--- src/rtl/fft_scale_restore_unit_if.sv ---
// ---------------------------------------------------------------------------
// fft_scale_restore_unit_if
// Sample stream bundle used on both sides of fft_scale_restore_unit.
//   data_real / data_imag : signed sample components
//   valid / ready         : handshake, transfer when both are high
//   last                  : last sample of a frame (driven by the master)
// Modports:
//   master : drives data, valid, last; receives ready
//   slave  : receives data and valid; drives ready (frame marker not consumed)
// ---------------------------------------------------------------------------
interface fft_scale_restore_unit_if #(
    parameter int DATA_WIDTH = 16
) ();
    logic [DATA_WIDTH-1:0] data_real;
    logic [DATA_WIDTH-1:0] data_imag;
    logic                  valid;
    logic                  ready;
    logic                  last;

    modport master (
        output data_real, data_imag, valid, last,
        input  ready
    );

    modport slave (
        input  data_real, data_imag, valid,
        output ready
    );
endinterface

--- src/rtl/fft_scale_restore_unit.sv ---
// ---------------------------------------------------------------------------
// fft_scale_restore_unit
// Restores the true magnitude of frame-based FFT results by left-shifting
// every sample of a frame by the accumulated rescale count, with optional
// saturation and a per-frame count of overflowing samples.
// Ports:
//   clk_i, reset_n_i   : clock (rising edge) and asynchronous active-low reset
//   enable_i           : low stalls intake (output still drains)
//   saturation_en_i    : 1 = clamp on overflow, 0 = keep low DATA_WIDTH bits
//   frame_len_i        : samples per frame (0 treated as 1), latched per frame
//   scale_factor_i     : shift amount, latched on the first beat of a frame
//   in_if  (slave)     : input sample stream
//   out_if (master)    : restored sample stream with last-of-frame marker
//   frame_done_o       : pulse when the last beat of a frame transfers out
//   busy_o             : frame in progress or output register occupied
//   applied_shift_o    : shift used for the current/last frame
//   sat_count_o        : overflowing samples in the current/last frame
// ---------------------------------------------------------------------------
module fft_scale_restore_unit #(
    parameter int DATA_WIDTH         = 16,
    parameter int SCALE_FACTOR_WIDTH = 8,
    parameter int FRAME_LEN_WIDTH    = 12
) (
    input  logic                          clk_i,
    input  logic                          reset_n_i,
    input  logic                          enable_i,
    input  logic                          saturation_en_i,
    input  logic [FRAME_LEN_WIDTH-1:0]    frame_len_i,
    input  logic [SCALE_FACTOR_WIDTH-1:0] scale_factor_i,
    fft_scale_restore_unit_if.slave       in_if,
    fft_scale_restore_unit_if.master      out_if,
    output logic                          frame_done_o,
    output logic                          busy_o,
    output logic [4:0]                    applied_shift_o,
    output logic [7:0]                    sat_count_o
);
    localparam int EXT_W     = DATA_WIDTH + 15;
    localparam int MAX_SHIFT = DATA_WIDTH - 1;
    localparam logic [DATA_WIDTH-1:0] POS_MAX = {1'b0, {(DATA_WIDTH-1){1'b1}}};
    localparam logic [DATA_WIDTH-1:0] NEG_MIN = {1'b1, {(DATA_WIDTH-1){1'b0}}};

    typedef enum logic {IDLE, ACTIVE} state_t;

    state_t                      state_q, state_d;
    logic [FRAME_LEN_WIDTH-1:0]  cnt_q, cnt_d;
    logic [FRAME_LEN_WIDTH-1:0]  len_q, len_d;
    logic [4:0]                  shift_q, shift_d;
    logic [7:0]                  sat_q, sat_d;
    logic                        last_d;
    logic [DATA_WIDTH-1:0]       real_q, imag_q;
    logic                        valid_q, last_q;

    logic                        accept;
    logic [31:0]                 sf_wide;
    logic [4:0]                  shift_new, shift_use;
    logic [FRAME_LEN_WIDTH-1:0]  len_new;
    logic [1:0][DATA_WIDTH-1:0]  comp_in, comp_out;
    logic [1:0]                  comp_ovf;
    logic                        sample_ovf;

    // Reset gating keeps the accept signal low while reset is held.
    assign in_if.ready = reset_n_i && enable_i && (!valid_q || out_if.ready);
    assign accept      = in_if.valid && in_if.ready;

    assign sf_wide   = 32'(scale_factor_i);
    assign shift_new = (sf_wide > 32'(MAX_SHIFT)) ? 5'(MAX_SHIFT) : 5'(sf_wide);
    // The first beat of a frame already uses the shift being latched.
    assign shift_use = (state_q == IDLE) ? shift_new : shift_q;
    assign len_new   = (frame_len_i == '0) ? FRAME_LEN_WIDTH'(1) : frame_len_i;

    assign comp_in[0] = in_if.data_real;
    assign comp_in[1] = in_if.data_imag;

    // Per component: 15 guard bits hold any shift up to DATA_WIDTH-1 without
    // loss, so overflow is simply "upper bits are not all copies of the sign".
    for (genvar gi = 0; gi < 2; gi++) begin : g_comp
        logic [EXT_W-1:0] ext;
        logic [EXT_W-1:0] shl;
        assign ext           = {{15{comp_in[gi][DATA_WIDTH-1]}}, comp_in[gi]};
        assign shl           = ext << shift_use;
        assign comp_ovf[gi]  = !((&shl[EXT_W-1:DATA_WIDTH-1]) ||
                                 !(|shl[EXT_W-1:DATA_WIDTH-1]));
        assign comp_out[gi]  = (comp_ovf[gi] && saturation_en_i)
                             ? (shl[EXT_W-1] ? NEG_MIN : POS_MAX)
                             : shl[DATA_WIDTH-1:0];
    end

    assign sample_ovf = |comp_ovf;

    always_comb begin
        state_d = state_q;
        cnt_d   = cnt_q;
        len_d   = len_q;
        shift_d = shift_q;
        sat_d   = sat_q;
        last_d  = 1'b0;
        if (accept) begin
            case (state_q)
                IDLE: begin
                    shift_d = shift_new;
                    len_d   = len_new;
                    sat_d   = {7'd0, sample_ovf};
                    if (len_new == FRAME_LEN_WIDTH'(1)) begin
                        // Single-beat frame: complete immediately.
                        last_d = 1'b1;
                        cnt_d  = '0;
                    end else begin
                        cnt_d   = FRAME_LEN_WIDTH'(1);
                        state_d = ACTIVE;
                    end
                end
                ACTIVE: begin
                    if (sample_ovf && (sat_q != 8'hFF)) begin
                        sat_d = sat_q + 8'd1;
                    end
                    if (cnt_q == len_q - FRAME_LEN_WIDTH'(1)) begin
                        last_d  = 1'b1;
                        cnt_d   = '0;
                        state_d = IDLE;
                    end else begin
                        cnt_d = cnt_q + FRAME_LEN_WIDTH'(1);
                    end
                end
                default: state_d = IDLE;
            endcase
        end
    end

    always_ff @(posedge clk_i or negedge reset_n_i) begin
        if (!reset_n_i) begin
            state_q <= IDLE;
            cnt_q   <= '0;
            len_q   <= '0;
            shift_q <= '0;
            sat_q   <= '0;
            real_q  <= '0;
            imag_q  <= '0;
            valid_q <= 1'b0;
            last_q  <= 1'b0;
        end else begin
            state_q <= state_d;
            cnt_q   <= cnt_d;
            len_q   <= len_d;
            shift_q <= shift_d;
            sat_q   <= sat_d;
            if (accept) begin
                valid_q <= 1'b1;
                real_q  <= comp_out[0];
                imag_q  <= comp_out[1];
                last_q  <= last_d;
            end else if (out_if.ready) begin
                valid_q <= 1'b0;
            end
        end
    end

    assign out_if.data_real = real_q;
    assign out_if.data_imag = imag_q;
    assign out_if.valid     = valid_q;
    assign out_if.last      = last_q;
    assign frame_done_o     = valid_q && out_if.ready && last_q;
    assign busy_o           = (state_q == ACTIVE) || valid_q;
    assign applied_shift_o  = shift_q;
    assign sat_count_o      = sat_q;
endmodule

--- src/flat_wrapper.sv ---
// flat-port wrapper written by rule: the top's interface ports become plain ports
module fft_scale_restore_unit_flat 
#(
    parameter int DATA_WIDTH         = 16,
    parameter int SCALE_FACTOR_WIDTH = 8,
    parameter int FRAME_LEN_WIDTH    = 12
)
  (clk_i, reset_n_i, enable_i, saturation_en_i, frame_len_i, scale_factor_i, frame_done_o, busy_o, applied_shift_o, sat_count_o, in_if_data_real, in_if_data_imag, in_if_valid, in_if_ready, out_if_data_real, out_if_data_imag, out_if_valid, out_if_last, out_if_ready);
  fft_scale_restore_unit_if #(.DATA_WIDTH(DATA_WIDTH)) in_if_i ();
  fft_scale_restore_unit_if #(.DATA_WIDTH(DATA_WIDTH)) out_if_i ();
  input  logic clk_i;
  input  logic reset_n_i;
  input  logic enable_i;
  input  logic saturation_en_i;
  input  logic [FRAME_LEN_WIDTH-1:0] frame_len_i;
  input  logic [SCALE_FACTOR_WIDTH-1:0] scale_factor_i;
  output logic frame_done_o;
  output logic busy_o;
  output logic [4:0] applied_shift_o;
  output logic [7:0] sat_count_o;
  input wire logic [$bits(in_if_i.data_real)-1:0] in_if_data_real;
  input wire logic [$bits(in_if_i.data_imag)-1:0] in_if_data_imag;
  input wire logic [$bits(in_if_i.valid)-1:0] in_if_valid;
  output wire logic [$bits(in_if_i.ready)-1:0] in_if_ready;
  output wire logic [$bits(out_if_i.data_real)-1:0] out_if_data_real;
  output wire logic [$bits(out_if_i.data_imag)-1:0] out_if_data_imag;
  output wire logic [$bits(out_if_i.valid)-1:0] out_if_valid;
  output wire logic [$bits(out_if_i.last)-1:0] out_if_last;
  input wire logic [$bits(out_if_i.ready)-1:0] out_if_ready;
  assign in_if_i.data_real = in_if_data_real;
  assign in_if_i.data_imag = in_if_data_imag;
  assign in_if_i.valid = in_if_valid;
  assign in_if_ready = in_if_i.ready;
  assign out_if_data_real = out_if_i.data_real;
  assign out_if_data_imag = out_if_i.data_imag;
  assign out_if_valid = out_if_i.valid;
  assign out_if_last = out_if_i.last;
  assign out_if_i.ready = out_if_ready;
  fft_scale_restore_unit #(.DATA_WIDTH(DATA_WIDTH), .SCALE_FACTOR_WIDTH(SCALE_FACTOR_WIDTH), .FRAME_LEN_WIDTH(FRAME_LEN_WIDTH)) u_core (.clk_i(clk_i), .reset_n_i(reset_n_i), .enable_i(enable_i), .saturation_en_i(saturation_en_i), .frame_len_i(frame_len_i), .scale_factor_i(scale_factor_i), .in_if(in_if_i), .out_if(out_if_i), .frame_done_o(frame_done_o), .busy_o(busy_o), .applied_shift_o(applied_shift_o), .sat_count_o(sat_count_o));
endmodule
--- config.mk ---
export PLATFORM = sky130hd
export DESIGN_NAME = fft_scale_restore_unit_flat
export DESIGN_NICKNAME = d
export VERILOG_FILES = /design/src/rtl/fft_scale_restore_unit_if.sv /design/src/rtl/fft_scale_restore_unit.sv /design/src/flat_wrapper.sv
export SDC_FILE = /design/constraint.sdc
export NUM_CORES = 1
export LEC_CHECK = 0
export CORE_MARGIN = 5
export CORE_UTILIZATION = 23
export CTS_BUF_LIST = sky130_fd_sc_hd__clkbuf_8
export CTS_CLUSTER_DIAMETER = 200
export DETAILED_ROUTE_END_ITERATION = 10
export GPL_TIMING_DRIVEN = 0
export MAX_ROUTING_LAYER = met4
export REMOVE_ABC_BUFFERS = 1
export SLEW_MARGIN = 5
export SYNTH_ARGS = -nofsm -noshare
export SYNTH_HDL_FRONTEND = slang
export SYNTH_SLANG_ARGS = --single-unit
export TNS_END_PERCENT = 30
--- constraint.sdc ---
create_clock -name clk_i -period 4.21 [get_ports clk_i]
set_input_delay 1.263 -clock clk_i [delete_from_list [all_inputs] [get_ports clk_i]]
set_output_delay 1.263 -clock clk_i [all_outputs]
set_load 0.01 [all_outputs]
==> Yosys cells after proc, flatten, opt, wreduce, memory -nomap -nowiden <==
Cells that the tools add are included.
{ "op_classes": {"eq_ne": 4, "div_mod_pow": 0, "mul": 0, "order_cmp": 1, "bitwise_logic": 1, "reduce_logical": 26, "addsub": 3, "shifts": 2, "mux": 20} }
{ "ops": {"columns": ["op", "n"], "rows": [
  ["2-to-1 mux 16 bit", 4],
  ["left shift 31 x 5 -> 31 bit", 2],
  ["AND reduction 16 bit", 2],
  ["OR reduction 16 bit", 2],
  ["2-to-1 mux 12 bit", 2],
  ["one-hot mux 12 bit (2 select lines)", 1],
  ["one-hot mux 8 bit (2 select lines)", 1],
  ["adder 12 x 1 -> 12 bit (second input constant)", 1],
  ["equality test 12 x 1 -> 1 bit (second input constant)", 1],
  ["equality test 12 bit", 1],
  ["zero test 12 bit", 1],
  ["subtractor 12 x 1 -> 12 bit (second input constant)", 1],
  ["2-to-1 mux 5 bit", 2],
  ["adder 8 x 1 -> 8 bit (second input constant)", 1],
  ["greater-than comparator 8 x 4 -> 1 bit (second input constant)", 1],
  ["logical AND 1 bit", 8],
  ["2-to-1 mux 8 bit", 1],
  ["inequality test 8 bit (second input constant)", 1],
  ["2-to-1 mux 1 bit", 7],
  ["zero test 1 bit", 5],
  ["logical OR 1 bit", 4],
  ["one-hot mux 1 bit (2 select lines)", 2],
  ["AND reduction 2 bit", 2],
  ["inequality test 2 bit (second input constant)", 1],
  ["3 further kinds", 3]
]} }
{ "totals": {"latchBits": 0, "rom_bits": 0, "ff_bits": 72, "ram_bits": 0, "mem_count": 0} }

==> Longest topological paths before layout <==
Gate-level depths: netlist (run 1).
{ "depth": {"word_depth": 12, "mapped_depth": 15, "depth_no_buf": 11} }

==> Worst setup path after synthesis (run 1) <==
No wires, ideal clock.
{ "synth_path": {"path_type": "input to register", "from": "input scale_factor_i[4]", "to": "register u_core.sat_q[0], in the netlist u_core.sat_count_o[0]", "stages": 13, "t_required_ps": 4079, "n_path_buf": 2, "setup_time_ps": 131, "arrival_time_ps": 4509, "setup_slack_ps": -430, "cell_sequence": "or4_4 buf_6 o211a_4 o311ai_2 o2111ai_1 a211o_1 nor4_2 o221ai_1 or4_4 a22oi_4 buf_6 o211ai_2 or3_1"} }
{ "synth_between": {"elab_chain_cells": 12, "elab_cells_between_ends": 20} }
{ "synth_rtl": {"columns": ["item", "line", "text"], "rows": [
  ["from (decl)", "flat_wrapper.sv:16", "input logic [SCALE_FACTOR_WIDTH-1:0] scale_factor_i;"],
  ["greater-than comparator 8 x 4 -> 1 bit", "fft_scale_restore_unit.sv:66", "assign shift_new = (sf_wide > 32'(MAX_SHIFT)) ? 5'(MAX_SHIFT) : 5'(sf_wide);"],
  ["2-to-1 mux 5 bit (*)", "fft_scale_restore_unit.sv:66", null],
  ["2-to-1 mux 5 bit (*)", null, null],
  ["left shift 31 x 5 -> 31 bit", "fft_scale_restore_unit.sv:80", "assign shl = ext << shift_use;"],
  ["OR reduction 16 bit", "fft_scale_restore_unit.sv:82", "!(|shl[EXT_W-1:DATA_WIDTH-1]));"],
  ["zero test 1 bit", "fft_scale_restore_unit.sv:82", null],
  ["logical OR 1 bit", "fft_scale_restore_unit.sv:81", "assign comp_ovf[gi] = !((&shl[EXT_W-1:DATA_WIDTH-1]) ||"],
  ["zero test 1 bit", "fft_scale_restore_unit.sv:81", null],
  ["OR reduction 2 bit (*)", "fft_scale_restore_unit.sv:88", "assign sample_ovf = |comp_ovf;"],
  ["logical AND 1 bit", "fft_scale_restore_unit.sv:113", "if (sample_ovf && (sat_q != 8'hFF)) begin"],
  ["inequality test 2 bit (no line)", null, null],
  ["AND reduction 2 bit (no line)", null, null],
  ["to (signal assigned)", "fft_scale_restore_unit.sv:145", "sat_q <= sat_d;"],
  ["to (decl)", "fft_scale_restore_unit.sv:48", "logic [7:0] sat_q, sat_d;"]
]} }
Every way passes the cells marked *; elsewhere a longest branch is shown, timed or not.
A chain may end at the register's enable or synchronous reset.

==> Worst setup path after layout (run 1) <==
{ "layout_path": {"from": "input scale_factor_i[6]", "to": "register u_core.sat_q[3], in the netlist u_core.sat_count_o[3]"} }
{ "layout_between": {"elab_chain_cells": 12, "elab_cells_between_ends": 19} }
{ "layout_rtl": {"columns": ["item", "line"], "rows": [
  ["greater-than comparator 8 x 4 -> 1 bit (*)", "fft_scale_restore_unit.sv:66"],
  ["2-to-1 mux 5 bit (*)", "fft_scale_restore_unit.sv:66"],
  ["2-to-1 mux 5 bit (*)", null],
  ["left shift 31 x 5 -> 31 bit", "fft_scale_restore_unit.sv:80"],
  ["OR reduction 16 bit", "fft_scale_restore_unit.sv:82"],
  ["zero test 1 bit", "fft_scale_restore_unit.sv:82"],
  ["logical OR 1 bit", "fft_scale_restore_unit.sv:81"],
  ["zero test 1 bit", "fft_scale_restore_unit.sv:81"],
  ["OR reduction 2 bit (*)", "fft_scale_restore_unit.sv:88"],
  ["logical AND 1 bit (*)", "fft_scale_restore_unit.sv:113"],
  ["inequality test 2 bit (no line) (*)", null],
  ["AND reduction 2 bit (no line) (*)", null]
]} }
Marked as above.

==> results of run 1 <==
[kinds of logic after synthesis]
group,Yosys count
adders and majority gates,3
buffers and inverters,78
AOI/OAI and AO/OA,303
xor gates and xnor gates,22
and+or+nand+nor,366
DFF,72
muxes,26
[worst max-delay path: stages]
cell      delay [ns]
buf_6           0.11
or4_4           0.59
o31ai_4         0.23
buf_4           0.17
buf_12          0.15
buf_16          0.12
buf_4           0.12
mux2i_4         0.22
mux2i_1         0.11
o211ai_1        0.33
nand4_1         0.16
or4_4           0.60
a22oi_4         0.21
buf_12          0.15
buf_12          0.10
o31ai_4         0.05
a32o_1          0.27
[layout by cell type (no fill, tap or decap), types with 7 or more instances in the layout]
cell             instances
nand3_2                  7
clkbuf_8                10
nand4_1                 18
buf_6                   11
o21ai_0                 34
a22oi_1                 10
nand2b_1                 7
o21ai_1                  7
inv_1                   17
a221o_1                  7
clkdlybuf4s50_1         98
nand2_1                 96
a21oi_1                 42
xor2_1                  10
o211ai_2                 8
and3_1                   9
o22a_1                  10
xnor2_1                 12
buf_4                   85
o2111ai_1                8
nor3b_1                  8
mux2_2                   9
dfrtp_1                 71
o211ai_1                29
a21oi_2                  7
nand3_1                 27
nor4_1                   9
a211oi_1                 8
nor2_1                  96
nor3_1                  16
buf_12                   9
o22ai_1                  9
and2_1                  10
a22o_1                   7
[metal layers]
layer	up-vias	global-route usage, %	share of wire [%]
met3	142	4.68	9.2
met5	-	-	0
met4	0	8.86	5.5
met2	491	27.3	46
li1	3712	-	-
met1	3911	21.1	40
[where the power goes]
group	internal, uW	leakage (uW)	switching [uW]
Clock	231	0.0000887	289
Sequential	849	0.000867	208
Combinational	1940	0.00285	2390
[through the flow]
stage / total power [uW] / TNS (ns) / setup WS (ns) / instances / utilization, %
3_3_place_gp: 4100 / -370.22 / -5.43 / 1306 / 27.4
2_1_floorplan: 2980 / -80.85 / -2.27 / 809 / -
3_5_place_dp: 4150 / -89.38 / -2.49 / 1312 / 27.9
5_1_grt: 6210 / -17.07 / -0.535 / 1441 / 34.1
4_1_cts: 5470 / -13.62 / -0.500 / 1414 / 32.5
6_report: 5910 / -14.98 / -0.485 / 1441 / 34.1
[worst max-delay path by stage]
stage | slack (ns) | cells after the start | startpoint | to
CTS | -0.50 | 16 | scale_factor_i[7] | u_core.sat_count_o[0]
floorplan | -2.27 | 10 | scale_factor_i[1] | u_core.sat_count_o[0]
global placement | -5.43 | 12 | scale_factor_i[1] | u_core.sat_count_o[0]
global route | -0.53 | 16 | scale_factor_i[6] | u_core.sat_count_o[0]
detailed placement | -2.49 | 12 | scale_factor_i[4] | u_core.sat_count_o[0]
finish | -0.49 | 17 | scale_factor_i[6] | u_core.sat_count_o[3]
[timing repair]
item,CTS,global route
setup endpoints to repair,40,40
resized for setup,131,62
setup buffers,73,26
cloned,13,0
pin swaps,57,49
[flip-flops by register name, indices dropped and copies added (netlist names)]
| name | flops |
|---|---|
| u_core.applied_shift_o | 5 |
| u_core.out_if.valid | 1 |
| u_core.out_if.data_real | 16 |
| u_core.len_q | 12 |
| u_core.out_if.last | 1 |
| u_core.out_if.data_imag | 16 |
| u_core.cnt_q | 12 |
| u_core.state_q | 1 |
| u_core.sat_count_o | 8 |
[final cells by class]
cell class	instances	area, um2
multi-input cells	728	5350
diodes	3	7.51
fillers	2973	19400
well taps	390	488
flip-flops and latches	72	1800
repair buffers	215	2140
clock inverters	6	42.5
clock buffers	10	138
inverters	17	63.8
==> run_results.csv, run 1 <==
group,metric,value,unit
run_status,status,"finished with violations",
run_status,violations,"negative setup slack",
logic_synthesis,synth_mux_area_share,4.87,%
placement,hpwl,19.7,mm
critical_path,r2r_end,"u_core.sat_count_o[3]",
critical_path,worstPathArrival,4.96,ns
run,cap_violations,0,
placement,gp_congestion,0.948,
die,coreArea,0.0294,mm2
die,ioPinCount,108,
sta,rsz0062_at_grt,"yes",
placement,placed_area,0.00821,mm2
logic_synthesis,synthesis.area,0.00681,mm2
sta,fin_crit_sh,112,%
sta,setup_viol,40,
clock_tree,cts_root_buffer,"clkbuf_8",
logic_synthesis,yosysMostFrequentCell,"nand2_1",
sta,drv_slew,0,
worst_hold_path,min_path_type,"reg2reg",
layout,design_area,0.0100,mm2
critical_path,r2r_start,"u_core.state_q",
critical_path,crit_path_start_kind,"input port",
global_routing,antenna_found_initial,3,
power,p_per_area,589,mW/mm2
critical_path,critPathRequiredTime,4.47,ns
route,routed_via_density,5.73,
sta,tightestPinTransition,1.11,ns
route,wl_per_cell,20.7,um
sta,fmax,213,MHz
logic_synthesis,synthAdderAreaFrac,0.551,%
clock_tree,postCtsHoldBufs,0,
placement,port_buffers,107,
worst_hold_path,hold_path_depth,2,
logic_synthesis,synthCells,870,
logic_synthesis,async_flop_share,100,%
global_routing,grt-ovfl-total,0,
power,vdd_drop_max,0.207,mV
logic_synthesis,synth_top_area_share,26.5,%
clock_tree,cts.sinks,72,
global_routing,track_usage,17.6,%
route,drt_first_pass_iters,8,
die,die_width,182,um
sta,finalHoldViolCount,0,
power,leakage,0.00381,uW
global_routing,grt_max_degree,44,
sta,relSlewSlack,26.0,%
logic_synthesis,netlist_top_cells_count,"105 x nand2_1, 101 x nor2_1, 72 x dfrtp_1",
worst_hold_path,min_from,"u_core.out_if.data_imag[15]",
logic_synthesis,dominantRegCellSynth,"dfrtp_1",
logic_synthesis,synth_compound_area_share,33.6,%
critical_path,crit_type,"in2reg",
clock_tree,cts_tree,"yes",
logic_synthesis,synth_top_family_by_area,"compound AO/OA/AOI/OAI gates",
die,die_h,182,um
clock_tree,clock_latency,0.36,ns
route,drt_iter0_markers,778,
layout,fin_nets,1104,
logic_synthesis,yosys.area.top_type,"dfrtp_1",
sta,finClkSkew,0.0149,ns
logic_synthesis,ys_types,88,
route,drc,0,
clock_tree,htreeDepth,3,
sta,final.setup.worst_slack,-0.485,ns
global_routing,grt_pass1_vias,8119,
route,totalWireLength,29.9,mm
logic_synthesis,ys_seq_area_share,26.5,%
logic_synthesis,synth-edff-count,0,
sta,holdWs,0.500,ns
clock_tree,clockBufferDepth,2,
global_routing,grt_pass1_wl,45.7,mm
die,die_area,0.0331,mm2
route,vias,8256,
layout,drive_gt1_share,27.6,%
critical_path,crit_fanout,7,
logic_synthesis,yosysWarningCount,0,
layout,area_growth,47.4,%
worst_hold_path,hold_end,"u_core.out_if.data_imag[15]",
logic_synthesis,avgSynthCellArea,7.83,um2
logic_synthesis,synth-xor-area-share,2.83,%
clock_tree,clkTransAtPathRegs,0.09,ns
critical_path,endpoint_kind,"register",
die,start_util,23.2,%
clock_tree,numCtsBuffers,9,
die,fp-row-count,63,
sta,timing.final.crit_period,4.70,ns
logic_synthesis,ys_seq_elements,72,
logic_synthesis,synthTopCellsByArea,"dfrtp_1 26%, nand2_1 5.8%, nor2_1 5.6%",
route,ant_nets,0,
critical_path,r2r_cells,12,
logic_synthesis,synth-simple-area-share,26.2,%
critical_path,reg2reg_slack,-0.31,ns
Note: power is estimated with default switching activity, not from simulation.
==> inputs of run 2 (changes only) <==
CTS_CLUSTER_DIAMETER = 120   (was 200)
==> results of run 2 <==
The final DEF is identical to that of run 1; final timing and power are the same.
